--- config.mk ---
export PLATFORM = sky130hd
export DESIGN_NAME = yuv422_stream_packer_flat
export DESIGN_NICKNAME = d
export VERILOG_FILES = /design/src/rtl/yuv422_stream_packer_if.sv /design/src/rtl/yuv422_stream_packer.sv /design/src/flat_wrapper.sv
export SDC_FILE = /design/constraint.sdc
export NUM_CORES = 1
export LEC_CHECK = 0
export ABC_AREA = 1
export BUFFER_PORTS_ARGS = -buffer_cell sky130_fd_sc_hd__buf_2
export CAP_MARGIN = 10
export CORE_MARGIN = 5
export CORE_UTILIZATION = 30
export DETAILED_ROUTE_END_ITERATION = 16
export SYNTH_ARGS = -nofsm -noshare
export SYNTH_HDL_FRONTEND = slang
export SYNTH_SLANG_ARGS = --single-unit
--- constraint.sdc ---
create_clock -name axi_clk_i -period 3.7 [get_ports axi_clk_i]
set_input_delay 0.185 -clock axi_clk_i [delete_from_list [all_inputs] [get_ports axi_clk_i]]
set_output_delay 0.185 -clock axi_clk_i [all_outputs]
set_load 0.02 [all_outputs]
--- src/rtl/yuv422_stream_packer_if.sv ---
// Byte-in / macropixel-out stream bundle for the YCbCr 4:2:2 packer.
// master = packer side, slave = source/sink environment side.
interface yuv422_stream_packer_if;
  logic [7:0]  s_tdata;
  logic        s_tvalid;
  logic        s_tready;
  logic        s_tuser;
  logic [31:0] m_tdata;
  logic        m_tvalid;
  logic        m_tready;
  logic        m_tuser;
  logic        m_tlast;

  modport master (
    input  s_tdata, s_tvalid, s_tuser, m_tready,
    output s_tready, m_tdata, m_tvalid, m_tuser, m_tlast
  );

  modport slave (
    output s_tdata, s_tvalid, s_tuser, m_tready,
    input  s_tready, m_tdata, m_tvalid, m_tuser, m_tlast
  );
endinterface

--- src/rtl/yuv422_stream_packer.sv ---
// Packs Cb,Y0,Cr,Y1 bytes into 32-bit AXI4-Stream words with TUSER/TLAST video framing.
// Optional define YUV_PACKER_SWAP_EN: big-endian word order {Cb,Y0,Cr,Y1}.
module yuv422_stream_packer #(
  parameter int unsigned WIDTH_BITS = 12
) (
  input  logic                   axi_clk_i,
  input  logic                   axi_rstn_i,
  input  logic                   enable_i,
  input  logic [WIDTH_BITS-1:0]  cfg_width_i,
  input  logic [WIDTH_BITS-1:0]  cfg_height_i,
  input  logic                   err_clr_i,
  yuv422_stream_packer_if.master bus,
  output logic                   sof_err_o,
  output logic [15:0]            frame_cnt_o
);

  localparam int unsigned BYTE_W  = 8;
  localparam int unsigned WORD_W  = 32;
  localparam int unsigned FCNT_W  = 16;
  localparam int unsigned PHASE_W = 2;

  typedef enum logic [1:0] {
    IDLE     = 2'd0,
    WAIT_SOF = 2'd1,
    ACTIVE   = 2'd2
  } state_t;

  typedef struct packed {
    logic              tuser;
    logic              tlast;
    logic [WORD_W-1:0] data;
  } word_t;

  state_t                  r_state, w_state_nxt;
  logic [PHASE_W-1:0]      r_phase, w_phase_nxt;
  logic [2:0][BYTE_W-1:0]  r_bytes, w_bytes_nxt;
  logic [WIDTH_BITS-1:0]   r_half_w, w_half_w_nxt;
  logic [WIDTH_BITS-1:0]   r_height, w_height_nxt;
  logic [WIDTH_BITS-1:0]   r_word_cnt, w_word_cnt_nxt;
  logic [WIDTH_BITS-1:0]   r_line_cnt, w_line_cnt_nxt;
  logic                    r_out_valid, w_out_valid_nxt;
  logic                    r_skid_valid, w_skid_valid_nxt;
  word_t                   r_out, w_out_nxt;
  word_t                   r_skid, w_skid_nxt;
  word_t                   w_word;
  logic                    r_sof_err, w_sof_err_nxt;
  logic [FCNT_W-1:0]       r_frame_cnt, w_frame_cnt_nxt;
  logic                    w_s_tready, w_acc, w_pop, w_push, w_start, w_sof_set;

  // Input is only back-pressured while packing and both word slots are occupied.
  assign w_s_tready = (r_state == ACTIVE) ? !(r_out_valid && r_skid_valid) : 1'b1;
  assign w_acc      = bus.s_tvalid && w_s_tready;
  assign w_pop      = r_out_valid && bus.m_tready;

  // Candidate word, completed by the byte arriving in phase 3.
  always_comb begin
    w_word.tuser = (r_word_cnt == '0) && (r_line_cnt == '0);
    w_word.tlast = (r_word_cnt == (r_half_w - WIDTH_BITS'(1)));
`ifdef YUV_PACKER_SWAP_EN
    w_word.data  = {r_bytes[0], r_bytes[1], r_bytes[2], bus.s_tdata};
`else
    w_word.data  = {bus.s_tdata, r_bytes[2], r_bytes[1], r_bytes[0]};
`endif
  end

  // Next-state, counters and two-slot output buffer.
  always_comb begin
    w_state_nxt      = r_state;
    w_phase_nxt      = r_phase;
    w_bytes_nxt      = r_bytes;
    w_half_w_nxt     = r_half_w;
    w_height_nxt     = r_height;
    w_word_cnt_nxt   = r_word_cnt;
    w_line_cnt_nxt   = r_line_cnt;
    w_out_valid_nxt  = r_out_valid;
    w_out_nxt        = r_out;
    w_skid_valid_nxt = r_skid_valid;
    w_skid_nxt       = r_skid;
    w_frame_cnt_nxt  = r_frame_cnt;
    w_push           = 1'b0;
    w_start          = 1'b0;
    w_sof_set        = 1'b0;

    if (!enable_i) begin
      w_state_nxt      = IDLE;
      w_phase_nxt      = '0;
      w_word_cnt_nxt   = '0;
      w_line_cnt_nxt   = '0;
      w_out_valid_nxt  = 1'b0;
      w_skid_valid_nxt = 1'b0;
    end else begin
      case (r_state)
        IDLE: w_state_nxt = WAIT_SOF;
        WAIT_SOF: begin
          if (w_acc && bus.s_tuser) w_start = 1'b1;
        end
        ACTIVE: begin
          if (w_acc) begin
            if (bus.s_tuser) begin
              w_start   = 1'b1;
              w_sof_set = 1'b1;
            end else if (r_phase != PHASE_W'(3)) begin
              w_bytes_nxt[r_phase] = bus.s_tdata;
              w_phase_nxt          = r_phase + PHASE_W'(1);
            end else begin
              w_push      = 1'b1;
              w_phase_nxt = '0;
              if (w_word.tlast) begin
                w_word_cnt_nxt = '0;
                w_line_cnt_nxt = r_line_cnt + WIDTH_BITS'(1);
                if ((r_line_cnt + WIDTH_BITS'(1)) == r_height) begin
                  w_frame_cnt_nxt = r_frame_cnt + FCNT_W'(1);
                  w_state_nxt     = WAIT_SOF;
                end
              end else begin
                w_word_cnt_nxt = r_word_cnt + WIDTH_BITS'(1);
              end
            end
          end
        end
        default: w_state_nxt = IDLE;
      endcase

      // Frame start: this byte is Cb of word 0, line 0.
      if (w_start) begin
        w_state_nxt    = ACTIVE;
        w_bytes_nxt[0] = bus.s_tdata;
        w_phase_nxt    = PHASE_W'(1);
        w_half_w_nxt   = WIDTH_BITS'(cfg_width_i >> 1);
        w_height_nxt   = cfg_height_i;
        w_word_cnt_nxt = '0;
        w_line_cnt_nxt = '0;
      end

      if (w_pop) begin
        if (r_skid_valid) begin
          w_out_nxt        = r_skid;
          w_out_valid_nxt  = 1'b1;
          w_skid_valid_nxt = w_push;
          w_skid_nxt       = w_word;
        end else begin
          w_out_valid_nxt  = w_push;
          w_out_nxt        = w_word;
        end
      end else if (!r_out_valid) begin
        w_out_valid_nxt = w_push;
        if (w_push) w_out_nxt = w_word;
      end else if (w_push) begin
        w_skid_valid_nxt = 1'b1;
        w_skid_nxt       = w_word;
      end
    end

    if (w_sof_set)      w_sof_err_nxt = 1'b1;
    else if (err_clr_i) w_sof_err_nxt = 1'b0;
    else                w_sof_err_nxt = r_sof_err;
  end

  always_ff @(posedge axi_clk_i or negedge axi_rstn_i) begin
    if (!axi_rstn_i) begin
      r_state      <= IDLE;
      r_phase      <= '0;
      r_bytes      <= '0;
      r_half_w     <= '0;
      r_height     <= '0;
      r_word_cnt   <= '0;
      r_line_cnt   <= '0;
      r_out_valid  <= 1'b0;
      r_out        <= '0;
      r_skid_valid <= 1'b0;
      r_skid       <= '0;
      r_sof_err    <= 1'b0;
      r_frame_cnt  <= '0;
    end else begin
      r_state      <= w_state_nxt;
      r_phase      <= w_phase_nxt;
      r_bytes      <= w_bytes_nxt;
      r_half_w     <= w_half_w_nxt;
      r_height     <= w_height_nxt;
      r_word_cnt   <= w_word_cnt_nxt;
      r_line_cnt   <= w_line_cnt_nxt;
      r_out_valid  <= w_out_valid_nxt;
      r_out        <= w_out_nxt;
      r_skid_valid <= w_skid_valid_nxt;
      r_skid       <= w_skid_nxt;
      r_sof_err    <= w_sof_err_nxt;
      r_frame_cnt  <= w_frame_cnt_nxt;
    end
  end

  assign bus.s_tready = w_s_tready;
  assign bus.m_tdata  = r_out.data;
  assign bus.m_tvalid = r_out_valid;
  assign bus.m_tuser  = r_out.tuser;
  assign bus.m_tlast  = r_out.tlast;
  assign sof_err_o    = r_sof_err;
  assign frame_cnt_o  = r_frame_cnt;

endmodule

--- src/flat_wrapper.sv ---
// flat-port wrapper written by rule: the top's interface ports become plain ports
module yuv422_stream_packer_flat 
#(
  parameter int unsigned WIDTH_BITS = 12
)
  (axi_clk_i, axi_rstn_i, enable_i, cfg_width_i, cfg_height_i, err_clr_i, sof_err_o, frame_cnt_o, bus_s_tdata, bus_s_tvalid, bus_s_tuser, bus_m_tready, bus_s_tready, bus_m_tdata, bus_m_tvalid, bus_m_tuser, bus_m_tlast);
  yuv422_stream_packer_if bus_i ();
  input  logic axi_clk_i;
  input  logic axi_rstn_i;
  input  logic enable_i;
  input  logic [WIDTH_BITS-1:0] cfg_width_i;
  input  logic [WIDTH_BITS-1:0] cfg_height_i;
  input  logic err_clr_i;
  output logic sof_err_o;
  output logic [15:0] frame_cnt_o;
  input wire logic [$bits(bus_i.s_tdata)-1:0] bus_s_tdata;
  input wire logic [$bits(bus_i.s_tvalid)-1:0] bus_s_tvalid;
  input wire logic [$bits(bus_i.s_tuser)-1:0] bus_s_tuser;
  input wire logic [$bits(bus_i.m_tready)-1:0] bus_m_tready;
  output wire logic [$bits(bus_i.s_tready)-1:0] bus_s_tready;
  output wire logic [$bits(bus_i.m_tdata)-1:0] bus_m_tdata;
  output wire logic [$bits(bus_i.m_tvalid)-1:0] bus_m_tvalid;
  output wire logic [$bits(bus_i.m_tuser)-1:0] bus_m_tuser;
  output wire logic [$bits(bus_i.m_tlast)-1:0] bus_m_tlast;
  assign bus_i.s_tdata = bus_s_tdata;
  assign bus_i.s_tvalid = bus_s_tvalid;
  assign bus_i.s_tuser = bus_s_tuser;
  assign bus_i.m_tready = bus_m_tready;
  assign bus_s_tready = bus_i.s_tready;
  assign bus_m_tdata = bus_i.m_tdata;
  assign bus_m_tvalid = bus_i.m_tvalid;
  assign bus_m_tuser = bus_i.m_tuser;
  assign bus_m_tlast = bus_i.m_tlast;
  yuv422_stream_packer #(.WIDTH_BITS(WIDTH_BITS)) u_core (.axi_clk_i(axi_clk_i), .axi_rstn_i(axi_rstn_i), .enable_i(enable_i), .cfg_width_i(cfg_width_i), .cfg_height_i(cfg_height_i), .err_clr_i(err_clr_i), .bus(bus_i), .sof_err_o(sof_err_o), .frame_cnt_o(frame_cnt_o));
endmodule
After elaboration in Yosys (flattened, before gate mapping)
Index checks and enable logic that the tools add are counted.
- bitwise operators: 2
- add/sub/neg operators: 5
- eq/ne operators: 21
- reductions and logical operators: 27
- magnitude comparators: 2
- muxes and demuxes: 67
- operators by type and width (kind ; count):
    $mux 34 ; 7
    $mux 12 ; 14
    $mux 8 ; 6
    $mux 2 ; 13
    $add 12x1->12 const B ; 2
    $bwmux 24 ; 1
    $eq 12x12->1 ; 2
    $logic_not 12->1 ; 2
    $mux 1 ; 23
    $add 16x1->16 const B ; 1
    $demux 8 s2 ; 1
    $ne 3x1->1 const B ; 5
    $reduce_and 5->1 ; 3
    $ne 4x4->1 const B ; 3
    $reduce_bool 2->1 ; 6
    $sub 11x1->12 const B ; 1
    $ne 4x3->1 const B ; 2
    $reduce_and 4->1 ; 2
    $reduce_and 7->1 ; 1
    $logic_and 1x1->1 ; 6
    $ne 3x2->1 const B ; 2
    $pmux 2 s3 ; 1
    $reduce_and 3->1 ; 2
    $reduce_and 6->1 ; 1
    other kinds (13) ; 17
- output and inout port bits: 53
- word-level logic and storage cells: 143
- bits in registers: 162
- bits of input ports: 39

Depth between registers and ports, before layout
- depth after elaboration: 11
- depth in mapped cells: 17
- depth with buffers taken out: 17

Worst setup path before layout
OpenSTA, ideal clock, no wires.
- kind: flip-flop to flip-flop
- start: register u_core.r_state[0]
- end: register u_core.r_skid[33] in the netlist's numbering
- path slack: 1434 ps
- data arrival time: 2171 ps
- setup time: 95 ps
- cell stages (with the launch flop): 16
- data required time: 3605 ps
- path through: dfrtp_1 -> inv_1 -> ha_1 -> buf_4 -> nand3_1 -> nand2_1 -> inv_1 -> nand3_1 -> nor2_1 -> inv_1 -> nand2_1 -> nand2_1 -> buf_2 -> buf_2 -> nand2_1 -> o31ai_1
- cells in the longest elaborated chain, start to end: 8
- ends and longest elaborated chain (element ; RTL line ; source):
    start, declared ; yuv422_stream_packer.sv:34 ; state_t r_state, w_state_nxt;
    start signal, assigned ; yuv422_stream_packer.sv:175 ; r_state <= w_state_nxt;
    $eq 2x2->1 ; yuv422_stream_packer.sv:51 ; assign w_s_tready = (r_state == ACTIVE) ? !(r_out_valid && r_skid_valid) : 1'b1;
    $mux 1 ; yuv422_stream_packer.sv:51 ;
    net bus_s_tready ; flat_wrapper.sv:20 ; output wire logic [$bits(bus_i.s_tready)-1:0] bus_s_tready;
    $logic_and 1x1->1 ; yuv422_stream_packer.sv:52 ; assign w_acc = bus.s_tvalid && w_s_tready;
    $mux 1 ; yuv422_stream_packer.sv:98 ; if (w_acc) begin
    $mux 1 ; yuv422_stream_packer.sv:92 ; case (r_state)
    $mux 1 ; yuv422_stream_packer.sv:84 ; if (!enable_i) begin
    $reduce_bool 2->1 (no line) ; -- ;
    $reduce_and 4->1 (no line) ; -- ;
    end signal, assigned ; yuv422_stream_packer.sv:185 ; r_skid <= w_skid_nxt;
    end, declared ; yuv422_stream_packer.sv:44 ; word_t r_skid, w_skid_nxt;
The timed path passes the listed nets, and every way through them passes these cells. The select of a mux whose other input is x is not followed.
A chain may end at the register's enable or synchronous reset.

Worst setup path in the final report
- start: register u_core.r_half_w[0]
- end: register u_core.r_line_cnt[7]
- cells in the longest elaborated chain, start to end: 4
- ends and longest elaborated chain (element ; RTL line ; source):
    start, declared ; yuv422_stream_packer.sv:37 ; logic [WIDTH_BITS-1:0] r_half_w, w_half_w_nxt;
    start signal, assigned ; yuv422_stream_packer.sv:178 ; r_half_w <= w_half_w_nxt;
    $sub 11x1->12 ; yuv422_stream_packer.sv:58 ; w_word.tlast = (r_word_cnt == (r_half_w - WIDTH_BITS'(1)));
    $eq 12x12->1 ; yuv422_stream_packer.sv:58 ;
    $ne 3x1->1 (no line) ; -- ;
    $reduce_and 5->1 (no line) ; -- ;
    end signal, assigned ; yuv422_stream_packer.sv:181 ; r_line_cnt <= w_line_cnt_nxt;
    end, declared ; yuv422_stream_packer.sv:40 ; logic [WIDTH_BITS-1:0] r_line_cnt, w_line_cnt_nxt;
No other way between the ends.

==> results <==
- The critical path endpoint category is a flop.
- The first detailed-routing pass ran for 5 iterations.
- The number of different library cells used by synthesis comes to 40.
- The count of pins over their slew limit is 0.
- The effective utilization at floorplan is 30.5%.
- The actual slew at the worst max-slew pin is 0.613 ns.
- Counting every net in the synthesized netlist gives 1099.
- The post-synthesis area per instance is 7.88 sq um.
- Clock tree synthesis inserted a total of 17 buffers.
- TritonCTS built the clock tree.
- In the post-route analysis, the smallest setup slack over all paths is 0.953 ns.
- The minimum setup slack after placement is 0.933 ns.
- The required time of the worst setup path is 4.03 ns.
- Of all nets on the critical path, the largest fanout is 18.
- The die is 176 microns tall.
- For this block, the initial DRC count from the detailed router was 502.
- The die is 176 microns wide.
- The share of the Yosys chip area taken by registers is 49.1%.
- The area growth from synthesis to layout is 20.0%.
- The synthesized-area fraction occupied by ao, oa, aoi and oai cells is 11.2%.
- Setup repair after global routing left no endpoint under its margin.
- The worst ir drop on vdd is 0.000319 V.
- The number of cells in the finished layout apart from fillers is 1505.
- In the synthesized netlist, the number of instances is 1047.
- The first global-routing pass estimated 32900 microns of wire.
- Across every metal layer, demand over resource in global routing totals 13.0%.
- The post-detailed-route via-to-cell ratio is 4.59.
- After detailed placement, the design holds a cell count of 1447.
- The portion of the clock cycle consumed by the worst path in the final layout is 74.3%.
- In the final design database the tool counted 1202 nets.
- The core region area is 27000 sq um.
- Setup violations remaining at the end of the flow were counted as 0.
- The later pin in the worst-skew pair is clocked with a latency of 0.43 ns.
- The floorplan step defined a die boundary enclosing 30900 sq um.
- The via count of the first global-routing pass came to 6430.
- In the synthesized netlist the async set-or-reset flop fraction comes to 100%.
- The summed negative setup slack over all endpoints is 0 ns.
- The number of enable flip-flop cells after synthesis is 0.
- The residual overflow from global routing is 0.
- The aggregate routed wire length is 19800 microns.
- The critical path goes through inv_1 -> ha_1 -> nand3_2 -> nor2_2 -> nand3b_1 -> nand2_1 -> nand2_1 -> nor2_1 -> nand3_2 -> o21ai_4 -> nand2_2 -> o22ai_1.
- The family of cells with the greatest summed delay on the critical path is simple AND/OR/NAND/NOR gates.
- CTS built an H-tree with a depth of 4.
- The count of yosys warnings during synthesis is 0.
- The delay contributed by the slowest stage of the critical path is 0.50 ns.
- The tightest min-delay check is of the input port to flop type.
- The worst hold margin is 0.00116 ns.
- Synthesis inferred 162 register bits.
- The post-detailed-placement cell area is 9020 sq um.
- The post-route antenna net violation count is 0.
- The adder-cell area share of the yosys netlist is 1.97%.
- The total number of vias is 6903.
- In the synthesized netlist, mux cells make up 0% of the area.
- The number of primary I/O pins is 92.
- After synthesis, the largest family of logic cells by area is simple AND/OR/NAND/NOR gates.
- The critical path arrival is 3.08 ns.
- The xor/xnor share of the synthesized area is 3.18%.
- The mapped netlist covers 8250 sq um.
- The half-perimeter wire length after placement is 13800 microns.
- The primary flip-flop cell chosen by synthesis mapping is dfrtp_1.
- Of the total synthesized cell area, the portion taken by AND, OR, NAND and NOR gates is 26.9%.
- During placement, the flow inserted port buffers numbering 90.
- The clock passes through at most 2 buffers.
- After routing the design area is 9910 sq um.
- The clock tree root driver cell is clkbuf_16.
- The tool flagged a number of max-cap violations equal to 0.
- The flow ran to the end, and the final reports show no timing, DRC or antenna violations.
- Fill cells in the final layout number 2776.
- The maximum frequency from static timing analysis is 364 MHz.
- The critical path is of the flop to flop type.
- For the final database, setup skew stands at 0.0129 ns.
- The number of antenna violations at the first check in global routing was 0.
- The minimum period implied by the final worst setup slack is 2.75 ns.
- Counting both buffers and inverters, the worst setup path holds a total of 1.
- The analysis attributes to cell leakage a power of 4.97 nW.
- Clock-pin slew was measured on the worst setup and hold paths at 0.07 ns.
- The number of sinks handled by clock tree synthesis is 162.
- The initialized floorplan defines 60 standard-cell rows.
- In the routed design, unresolved DRC markers number 0.
- Post-CTS timing repair inserted 0 buffers for setup.
- The count of final hold-check violations is 0.
- Entering global routing, the biggest net connects 68 pins.
- Headroom to the max-slew limit came out at 59.1%.
- The critical-path cell with the highest stage delay is o21ai_4.
- After detailed routing, the average wire length per cell comes to 13.1 microns.
- The worst setup path is launched from a flop.
- The congestion estimate from routability-driven global placement came to 0.859.
- The power density over the cells is 500 nW/um^2.
- Cells with a size suffix above 1 make up 13.9% of the layout.
[metrics by stage]
step | utilization, % | power, mW
global placement | 33.4 | 3.06
global route | 36.7 | 5.29
floorplan | - | 2.82
CTS | 36.7 | 5.02
finish | 36.7 | 4.95
detailed placement | 33.4 | 3.08
[power breakdown]
part | internal, mW | leakage (nW) | total, mW | switching [mW]
combinational | 0.358 | 2.64 | 0.934 | 0.576
clock | 1.11 | 0.307 | 1.89 | 0.785
sequential | 1.97 | 2.03 | 2.12 | 0.149
total | 3.44 | 4.97 | 4.95 | 1.51
[cell type report]
class / count / area (sq um) / share of cell area (%)
flip-flops and latches: 162 / 4050 / 40.9
diodes: 1 / 2.50 / 0.0253
multi-input cells: 730 / 3580 / 36.2
clock buffers: 19 / 443 / 4.47
clock inverters: 13 / 188 / 1.89
repair buffers: 122 / 772 / 7.79
inverters: 117 / 439 / 4.43
well taps: 341 / 427 / 4.31
[registers in the layout, indices dropped and copies added (netlist names), 2 cells and up]
register	flops
u_core.r_height	12
u_core.r_skid	34
u_core.r_half_w	11
u_core.r_bytes	24
u_core.bus.m_tdata	32
u_core.r_word_cnt	12
u_core.r_state	2
u_core.r_line_cnt	12
u_core.frame_cnt_o	16
u_core.r_phase	2
[path summary, 6_finish.rpt]
kind	start	to	slack [ns]	depth (start not counted)
setup / recovery	u_core.r_half_w[0]	u_core.r_line_cnt[7]	0.95	12
hold / removal	cfg_height_i[10]	u_core.r_height[10]	0.001	3
setup reg to reg	u_core.r_half_w[0]	u_core.r_line_cnt[7]	0.95	12
hold reg to reg	u_core.bus.m_tdata[8]	u_core.bus.m_tdata[8]	0.47	2
max in group asynchronous	axi_rstn_i	u_core.frame_cnt_o[4]	2.40	3
min in group asynchronous	axi_rstn_i	u_core.bus.m_tdata[17]	0.30	2
[routing by layer]
metal | GRT usage [%] | wire length, microns | up-vias
met5 | 0 | 0 | -
met4 | 2.63 | 158 | 0
met3 | 2.69 | 835 | 12
met2 | 20.5 | 9010 | 142
met1 | 18.5 | 9790 | 3202
li1 | - | - | 3547
[timing repair]
item / 4_1_cts / 5_1_grt
hold buffers: 25 / 0
resized for setup: 0 / 0
hold endpoints to repair: 78 / 0
[cells in the final DEF (no fill, tap or decap), types with 5 or more instances in the layout]
| master | netlist | layout |
|---|---|---|
| nand2_1 | 323 | 322 |
| dfrtp_1 | 162 | 162 |
| o21ai_0 | 131 | 131 |
| inv_1 | 114 | 114 |
| buf_2 | 9 | 89 |
| nand3_1 | 65 | 64 |
| nor2_1 | 62 | 62 |
| xor2_1 | 25 | 25 |
| dlygate4sd3_1 | 0 | 25 |
| a21oi_1 | 19 | 19 |
| clkbuf_16 | 0 | 17 |
| ha_1 | 13 | 13 |
| nor3_1 | 12 | 12 |
| o22ai_1 | 12 | 12 |
| nand4_1 | 10 | 10 |
| nor2_2 | 8 | 8 |
| nor4_1 | 6 | 6 |
| buf_4 | 3 | 6 |
| xnor2_1 | 5 | 5 |
| nand3b_1 | 5 | 5 |
| o21ai_2 | 5 | 5 |
[synth_stat cells, types with 2 or more instances]
cell	count	area share, %
nor2_4	4	0.55
o21ai_1	3	0.18
ha_1	13	2.0
a31oi_1	2	0.15
xnor2_1	5	0.53
nand2_2	3	0.23
o21ai_0	131	7.9
nand3_2	3	0.36
clkinv_1	2	0.091
a21oi_1	19	1.2
dfrtp_1	162	49
o21ai_2	5	0.53
nand3b_1	5	0.45
nor2_2	8	0.61
nor2_1	62	2.8
inv_1	114	5.2
nor4_1	6	0.45
xor2_1	25	2.7
nand2_1	323	15
buf_4	3	0.27
buf_2	9	0.55
and3_1	3	0.23
clkbuf_1	22	1.0
nand3_1	65	3.9
nand4_1	10	0.76
or2_2	4	0.30
nor3_1	12	0.73
o22ai_1	12	0.91
[cell families after synthesis]
logic type,Yosys count
buffers and inverters,155
AOI/OAI and AO/OA,175
and+or+nand+nor,512
DFF,162
xor gates and xnor gates,30
adders and majority gates,13
[worst register-to-register path: stages, from the launching register on]
cell	delay (ns)
dfrtp_1	0.38
inv_1	0.14
ha_1	0.34
nand3_2	0.15
nor2_2	0.12
nand3b_1	0.08
nand2_1	0.10
nand2_1	0.05
nor2_1	0.11
nand3_2	0.17
o21ai_4	0.51
nand2_2	0.30
o22ai_1	0.20
(Power assumes the default switching activity.)
